$ cat config.mk
export PLATFORM = sky130hd
export DESIGN_NAME = cache_mem_arbiter
export DESIGN_NICKNAME = d
export VERILOG_FILES = /design/src/rtl/cache_mem_arbiter.sv
export SDC_FILE = /design/constraint.sdc
export NUM_CORES = 1
export LEC_CHECK = 0
export ABC_AREA = 1
export CAP_MARGIN = 20
export CORE_AREA = 2 2 217 219
export CTS_CLUSTER_SIZE = 40
export DETAILED_ROUTE_END_ITERATION = 8
export DIE_AREA = 0 0 219 221
export REMOVE_ABC_BUFFERS = 1
export SLEW_MARGIN = 20
export SYNTH_ARGS = -nofsm -noshare
export SYNTH_HDL_FRONTEND = slang
export SYNTH_SLANG_ARGS = --single-unit
export TNS_END_PERCENT = 10
$ cat constraint.sdc
create_clock -name clock -period 2.35 [get_ports clock]
set_clock_uncertainty 0.2 [all_clocks]
set_input_delay 0.235 -clock clock [delete_from_list [all_inputs] [get_ports clock]]
set_output_delay 0.235 -clock clock [all_outputs]
set_load 0.05 [all_outputs]
$ cat src/rtl/cache_mem_arbiter.sv
// Shares one lower-memory port between I-cache and D-cache miss paths (optional WB, then FILL).
// Define ARB_DCACHE_PRIO_EN for fixed D-cache priority on ties; default is round-robin.
module cache_mem_arbiter #(
    parameter int BLOCK_SIZE = 2,
    parameter int ADDR_W     = 32
) (
    input  logic                     clock,
    input  logic                     reset,
    input  logic                     i_req,
    input  logic                     i_wb,
    input  logic [ADDR_W-1:0]        i_addr,
    input  logic [ADDR_W-1:0]        i_wb_addr,
    input  logic [BLOCK_SIZE*32-1:0] i_wb_data,
    output logic                     i_done,
    output logic [BLOCK_SIZE*32-1:0] i_rdata,
    input  logic                     d_req,
    input  logic                     d_wb,
    input  logic [ADDR_W-1:0]        d_addr,
    input  logic [ADDR_W-1:0]        d_wb_addr,
    input  logic [BLOCK_SIZE*32-1:0] d_wb_data,
    output logic                     d_done,
    output logic [BLOCK_SIZE*32-1:0] d_rdata,
    output logic                     mem_valid,
    output logic                     mem_we,
    output logic [ADDR_W-1:0]        mem_addr,
    output logic [BLOCK_SIZE*32-1:0] mem_wdata,
    input  logic                     mem_ready,
    input  logic [BLOCK_SIZE*32-1:0] mem_rdata,
    output logic                     grant_d,
    output logic                     busy
);

    localparam int BW  = BLOCK_SIZE * 32;
    localparam int OFF = $clog2(BW / 8);
    localparam logic [ADDR_W-1:0] ALIGN_MASK = ~((ADDR_W)'((1 << OFF) - 1));

    typedef enum logic [1:0] {IDLE, WB, FILL, DONE} state_t;

    state_t            state;
    logic              cur_d;
    logic [ADDR_W-1:0] fill_addr;
    logic              pick_d;
    logic              pick_wb;
    logic [ADDR_W-1:0] pick_addr;
    logic [ADDR_W-1:0] pick_wb_addr;
    logic [BW-1:0]     pick_wb_data;

`ifndef ARB_DCACHE_PRIO_EN
    logic last_grant_d;
`endif

    // A sole requester always wins; a tie goes to D under fixed priority, else to the port not served last.
    always_comb begin
        pick_d = 1'b0;
`ifdef ARB_DCACHE_PRIO_EN
        pick_d = d_req;
`else
        pick_d = d_req && (!i_req || !last_grant_d);
`endif
        pick_wb      = pick_d ? d_wb      : i_wb;
        pick_addr    = pick_d ? d_addr    : i_addr;
        pick_wb_addr = pick_d ? d_wb_addr : i_wb_addr;
        pick_wb_data = pick_d ? d_wb_data : i_wb_data;
    end

    always_ff @(posedge clock) begin
        if (reset) begin
            state     <= IDLE;
            cur_d     <= 1'b0;
            fill_addr <= '0;
            i_done    <= 1'b0;
            d_done    <= 1'b0;
            i_rdata   <= '0;
            d_rdata   <= '0;
            mem_valid <= 1'b0;
            mem_we    <= 1'b0;
            mem_addr  <= '0;
            mem_wdata <= '0;
            grant_d   <= 1'b0;
            busy      <= 1'b0;
`ifndef ARB_DCACHE_PRIO_EN
            last_grant_d <= 1'b0;
`endif
        end else begin
            i_done <= 1'b0;
            d_done <= 1'b0;
            case (state)
                IDLE: begin
                    if (i_req || d_req) begin
                        cur_d     <= pick_d;
                        grant_d   <= pick_d;
                        busy      <= 1'b1;
                        mem_valid <= 1'b1;
                        fill_addr <= pick_addr & ALIGN_MASK;
                        if (pick_wb) begin
                            state     <= WB;
                            mem_we    <= 1'b1;
                            mem_addr  <= pick_wb_addr & ALIGN_MASK;
                            mem_wdata <= pick_wb_data;
                        end else begin
                            state     <= FILL;
                            mem_we    <= 1'b0;
                            mem_addr  <= pick_addr & ALIGN_MASK;
                            mem_wdata <= '0;
                        end
                    end
                end
                WB: begin
                    if (mem_ready) begin
                        state     <= FILL;
                        mem_we    <= 1'b0;
                        mem_addr  <= fill_addr;
                        mem_wdata <= '0;
                    end
                end
                FILL: begin
                    if (mem_ready) begin
                        state     <= DONE;
                        mem_valid <= 1'b0;
                        mem_addr  <= '0;
                        if (cur_d) begin
                            d_rdata <= mem_rdata;
                            d_done  <= 1'b1;
                        end else begin
                            i_rdata <= mem_rdata;
                            i_done  <= 1'b1;
                        end
`ifndef ARB_DCACHE_PRIO_EN
                        last_grant_d <= cur_d;
`endif
                    end
                end
                DONE: begin
                    state   <= IDLE;
                    busy    <= 1'b0;
                    grant_d <= 1'b0;
                end
                default: state <= IDLE;
            endcase
        end
    end

endmodule
* After elaboration in Yosys (flattened, before gate mapping)
Cells that the tools add are included.
Storage, ports and cells: output and inout port bits 230, word-level logic and storage cells 72, input bits 327, register bits 263
Cells by class: eq/ne operators 6, bitwise operators 3, reductions and logical operators 20, mux-type cells 29
Operator list (count):
- $mux 64 | 4
- $mux 32 | 6
- $pmux 64 s2 | 1
- $pmux 32 s3 | 1
- $reduce_and 3->1 | 5
- $mux 1 | 8
- $mux 2 | 4
- $pmux 1 s2 | 4
- $pmux 2 s4 | 1
- $ne 2x2->1 const B | 3
- $reduce_and 2->1 | 3
- $reduce_bool 2->1 | 3
- $eq 2x2->1 const B | 2
- $reduce_and 4->1 | 1
- $not 1->1 | 3
- $reduce_bool 3->1 | 1
- $reduce_or 3->1 | 1
- $eq 2x1->1 const B | 1
- $logic_not 1->1 | 2
- $logic_not 2->1 | 1
- $logic_or 1x1->1 | 2
- $logic_and 1x1->1 | 1

* Logic depth before layout (Yosys ltp)
word-level depth 7, mapped depth 10, gate-level depth less buffers 9

* Worst setup path before layout
No wires, ideal clock.
kind register -> register, start point register state[0], end point register mem_addr[11], slack 539 ps, cell stages (with the launch flop) 9, path buffers 2, setup time 118 ps, period minus slack after synthesis 1811 ps, arrival time 1493 ps, required time 2032 ps, path through dfxtp_1 -> inv_1 -> ha_1 -> nand3_1 -> nand3_2 -> buf_4 -> buf_4 -> a21oi_1 -> a21oi_1
On the way: longest elaborated chain between the ends 3, elaborated cells on any way between the ends 9, those cells by class eq/ne (5); mux (1); reduce/logical (3)
RTL lines:
- from (decl) | line 39 | state_t state;
- from (signal assigned) | line 68 | state <= IDLE;
- from (signal assigned) | line 96 | state <= WB;
- from (signal assigned) | line 101 | state <= FILL;
- $eq 2x1->1 (tied with other cells) | line 87 | case (state)
- $ne 2x2->1 (no line) / $reduce_bool 3->1 (equally long branches)
- $reduce_and 4->1 (no line)
- to (signal assigned) | line 98 | mem_addr <= pick_wb_addr & ALIGN_MASK;
- to (signal assigned) | line 103 | mem_addr <= pick_addr & ALIGN_MASK;
- to (signal assigned) | line 112 | mem_addr <= fill_addr;
- to (decl) | line 25 | output logic [ADDR_W-1:0] mem_addr,
Parallel ways exist; a longest one is shown, timed or not. A chain may end at the register's enable or synchronous reset.

* Worst setup path in the final report
start point register state[0], end point register mem_wdata[10]
On the way: longest elaborated chain between the ends 3, elaborated cells on any way between the ends 7, those cells by class eq/ne (3); mux (1); reduce/logical (3)
RTL lines:
- $eq 2x1->1 / $logic_not 2->1 (equally long branches) | line 87
- $ne 2x2->1 (no line) / $reduce_bool 2->1 (equally long branches)
- $reduce_and 3->1 (no line)
- to (signal assigned) | line 99 | mem_wdata <= pick_wb_data;
- to (decl) | line 26 | output logic [BLOCK_SIZE*32-1:0] mem_wdata,
Parallel ways exist; a longest one is shown, timed or not.

==> metrics.csv <==
stage;metric;value;unit
logic_synthesis;synth_compound_area_share;14.4;%
setup_path;timing_worst_setup_path_type;reg -> reg;
logic_synthesis;synth_top_family_by_area;simple AND/OR/NAND/NOR gates;
routing;route.met3.wl;3700;um
cells_and_area;final_cells;2863;
global_routing;grt_max_degree;75;
routing;dr_total_vias;13100;
logic_synthesis;synth_simple_gate_area_share;31.0;%
power;ir_drop;0.000526;V
floorplanning;dieArea;0.0484;mm^2
global_routing;grt_usage;18.0;%
routing;drcViolationCount;0;
routing;wire_per_inst;16.0;um
timing;max_slew.worst_pin.slew;768;ps
global_routing;overflow;0;
routing;dr.pass1.iters;5;
floorplanning;fp-row-count;79;
placed_design;dp_cells;2803;
routing;post_drt_via_cell_ratio;4.59;
power;p_per_area;996;mW/mm^2
setup_path;reg2reg_to;mem_wdata[10]$_SDFFE_PP0P_;
logic_synthesis;yosysTopAreaCell;dfxtp_1;
logic_synthesis;yosys_warnings;0;
setup_path;worst-path-buf-inv;4;
setup_path;critical_path.endpoint_type;flop;
timing;setup_ws;149;ps
logic_synthesis;synth.area.top_cells;dfxtp_1 45%, nand2_1 22%, a21oi_1 8.3%;
power;p_leak;7.86;nW
cts;cts_buffers;31;
logic_synthesis;synth.area.mux_share;0;%
min_path;hold_path_depth;3;
routing;highest_layer;met5;
logic_synthesis;ys.flop_type;dfxtp_1;
cells_and_area;nets;2564;
logic_synthesis;ys_types;24;
floorplanning;coreArea;0.0461;mm^2
setup_path;cpLargestDelayFamily;buffers and inverters;
floorplanning;die_w;219;um
timing;fmax;0.454;GHz
cells_and_area;fin_util;41.2;%
setup_path;reg2reg_setup_slack;150;ps
timing;slew_headroom;48.8;%
placed_design;pre_cts_slack;-21.1;ps
setup_path;arrival;2480;ps
placed_design;place_congestion;0.868;
cells_and_area;finalInstanceArea;0.0190;mm^2
floorplanning;initial_core_util;25.3;%
setup_path;crit_required;2630;ps
placed_design;io_buffers;541;
setup_path;cp_slowest_cell;dfxtp_1;
placed_design;dpl_cell_area;0.0179;mm^2
setup_path;max_stage_delay;360;ps
timing;period_minus_slack;2200;ps
logic_synthesis;netlist_area;0.0117;mm^2
routing;drt_wl_total;45700;um
global_routing;grt_pass1_vias;12400;
min_path;hold_class;in -> reg;
timing;timing.final.hold_violations;0;
logic_synthesis;synthCells;1733;
cts;cts_buffer_depth;3;
logic_synthesis;synth_top_area_share;44.7;%
timing;setup_viol;0;
run;drv_cap;0;
logic_synthesis;yosysMostFrequentCell;nand2_1;
cells_and_area;multiInputGateArea;0.00543;mm^2
timing;finalCritPeriodShare;93.7;%
floorplanning;die-height;221;um
setup_path;reg2reg_depth;9;
setup_path;crit_fanout;22;
cells_and_area;areaGrowthSynthToFinish;62.8;%
logic_synthesis;synth_edf_count;0;
logic_synthesis;avgSynthCellArea;6.73;um^2
cts;tritoncts;done;
logic_synthesis;ys_seq_area_share;44.7;%
cells_and_area;regArea;0.00520;mm^2
timing;rsz0062_at_grt;false;
logic_synthesis;synthXorXnorAreaFrac;0;%
logic_synthesis;ys_seq_elements;260;
logic_synthesis;async_reset_ff_share;0;%
timing;hold_slack;44.1;ps
setup_path;startpoint_type;flop;
routing;ant_nets;0;
cells_and_area;fill_cells;4809;
logic_synthesis;synthTopCellsByCount;693 x nand2_1, 260 x dfxtp_1, 194 x a21oi_1;
routing;wl_met1;18900;um
floorplanning;ioPinCount;557;
cts;clk_pin_slew;60;ps
cts;cts-root-buf;clkbuf_16;
min_path;hp-start;mem_rdata[0];
setup_path;cp_common_cell;inv_1;
cts;cts_sinks;260;
cells_and_area;drive_above_1_share;5.55;%
cts;ctsHtreeMaxLevel;1;
setup_path;worstReg2RegStart;state[0]$_SDFFE_PP0P_;
run_status;status;complete, no violations;
timing;drv_slew;0;
logic_synthesis;synthAdderAreaFrac;0.644;%
routing;wl_met2;22000;um
global_routing;grt_antenna_before_repair;4;
min_path;whs_endpoint;i_rdata[0]$_SDFFE_PP0P_;
cts;clkLatencyLatePin;550;ps
setup_path;path_cells;inv_1 -> ha_1 -> inv_1 -> a21oi_4 -> inv_2 -> nor2_4 -> buf_4 -> nand3_1 -> a21oi_1;
routing;drt-initial-drc-count;792;
global_routing;grt_pass1_wl;69800;um
placed_design;post-dp-hpwl;33100;um
## registers in the layout, summed over array words and instances (netlist names)
| name | count |
|---|---|
| d_rdata | 64 |
| i_rdata | 64 |
| busy | 1 |
| mem_we | 1 |
| fill_addr | 29 |
| last_grant_d | 1 |
| mem_wdata | 64 |
| mem_valid | 1 |
| grant_d | 1 |
| state | 2 |
| cur_d | 1 |
| i_done | 1 |
| mem_addr | 29 |
| d_done | 1 |
## layout make-up
class                   instances  share of cell area [%]
multi-input cells            1229                    28.6
repair buffers                599                    32.2
clock inverters                15                    1.00
well taps                     607                    4.00
clock buffers                  41                    4.55
diodes                          2                  0.0264
flip-flops and latches        260                    27.4
inverters                     110                    2.19
## logic make-up after synthesis
family,count (synthesis)
compound gates,325
fa+ha+maj,6
buf+inv,246
flops,260
other cells,1
simple gates,895
## placed cells by master, fill, tap and decap left out, types with 2 or more instances in the layout
cell type and count:
clkdlybuf4s50_1 539, diode_2 2, bufinv_16 4, inv_1 104, buf_2 2, a31oi_1 29
buf_4 35, nand2_1 692, conb_1 3, clkinv_2 5, buf_12 21, clkbuf_8 5
dfxtp_1 260, inv_2 5, a21oi_1 194, dlygate4sd3_1 2, nand3_2 2, nand2_4 2
nand3_1 187, clkbuf_16 31, nor2_1 7, o21ai_0 100, clkinvlp_4 6, ha_1 6
clkbuf_1 5
## power breakdown
group	switching (mW)	total, mW	internal, mW
sequential	0.441	5.67	5.23
combinational	5.49	8.31	2.82
clock	1.92	4.92	3.01
## how the worst max path moves through the flow
| stage | startpoint | to | slack, ps | cells past startpoint |
|---|---|---|---|---|
| after floorplan | last_grant_d$_SDFFE_PP0P_ | mem_addr[10]$_SDFFE_PP0P_ | -1950 | 8 |
| after global placement | i_req | mem_addr[13]$_SDFFE_PP0P_ | 20 | 10 |
| after detailed placement | i_req | mem_wdata[25]$_SDFFE_PP0P_ | -20 | 8 |
| after CTS | mem_addr[28]$_SDFFE_PP0P_ | mem_addr[28] | 70 | 1 |
| after global routing | state[1]$_SDFFE_PP0P_ | mem_wdata[2]$_SDFFE_PP0P_ | 5 | 9 |
| final | state[0]$_SDFFE_PP0P_ | mem_wdata[10]$_SDFFE_PP0P_ | 150 | 9 |
## stage by stage
stage               total power, mW  TNS [ps]
floorplan                      10.5   -411790
global placement               14.0         0
detailed placement             14.1      -126
CTS                            19.1         0
global route                   20.0         0
finish                         18.9         0
## worst register-to-register path, delay by kind of cell, from the launching register on
kind	cells	cell delay, ps
buffers and inverters	4	630
flip-flops	1	360
adder cells (fa/ha/maj)	1	340
AO/OA/AOI/OAI	2	330
AND/OR/NAND/NOR	2	280
## routing by layer
layer	global-route usage, %	up-vias
met5	0	-
met4	5.34	4
met3	3.88	71
met2	31.2	494
met1	22.3	6020
li1	-	6541
## timing repair
item,4_1_cts,5_1_grt
hold endpoints to repair,29,0
buffers inserted,0,0
hold buffers,2,0
setup endpoints to repair,0,26
gates resized for setup,0,1
Note: power is estimated with default switching activity, not from simulation.
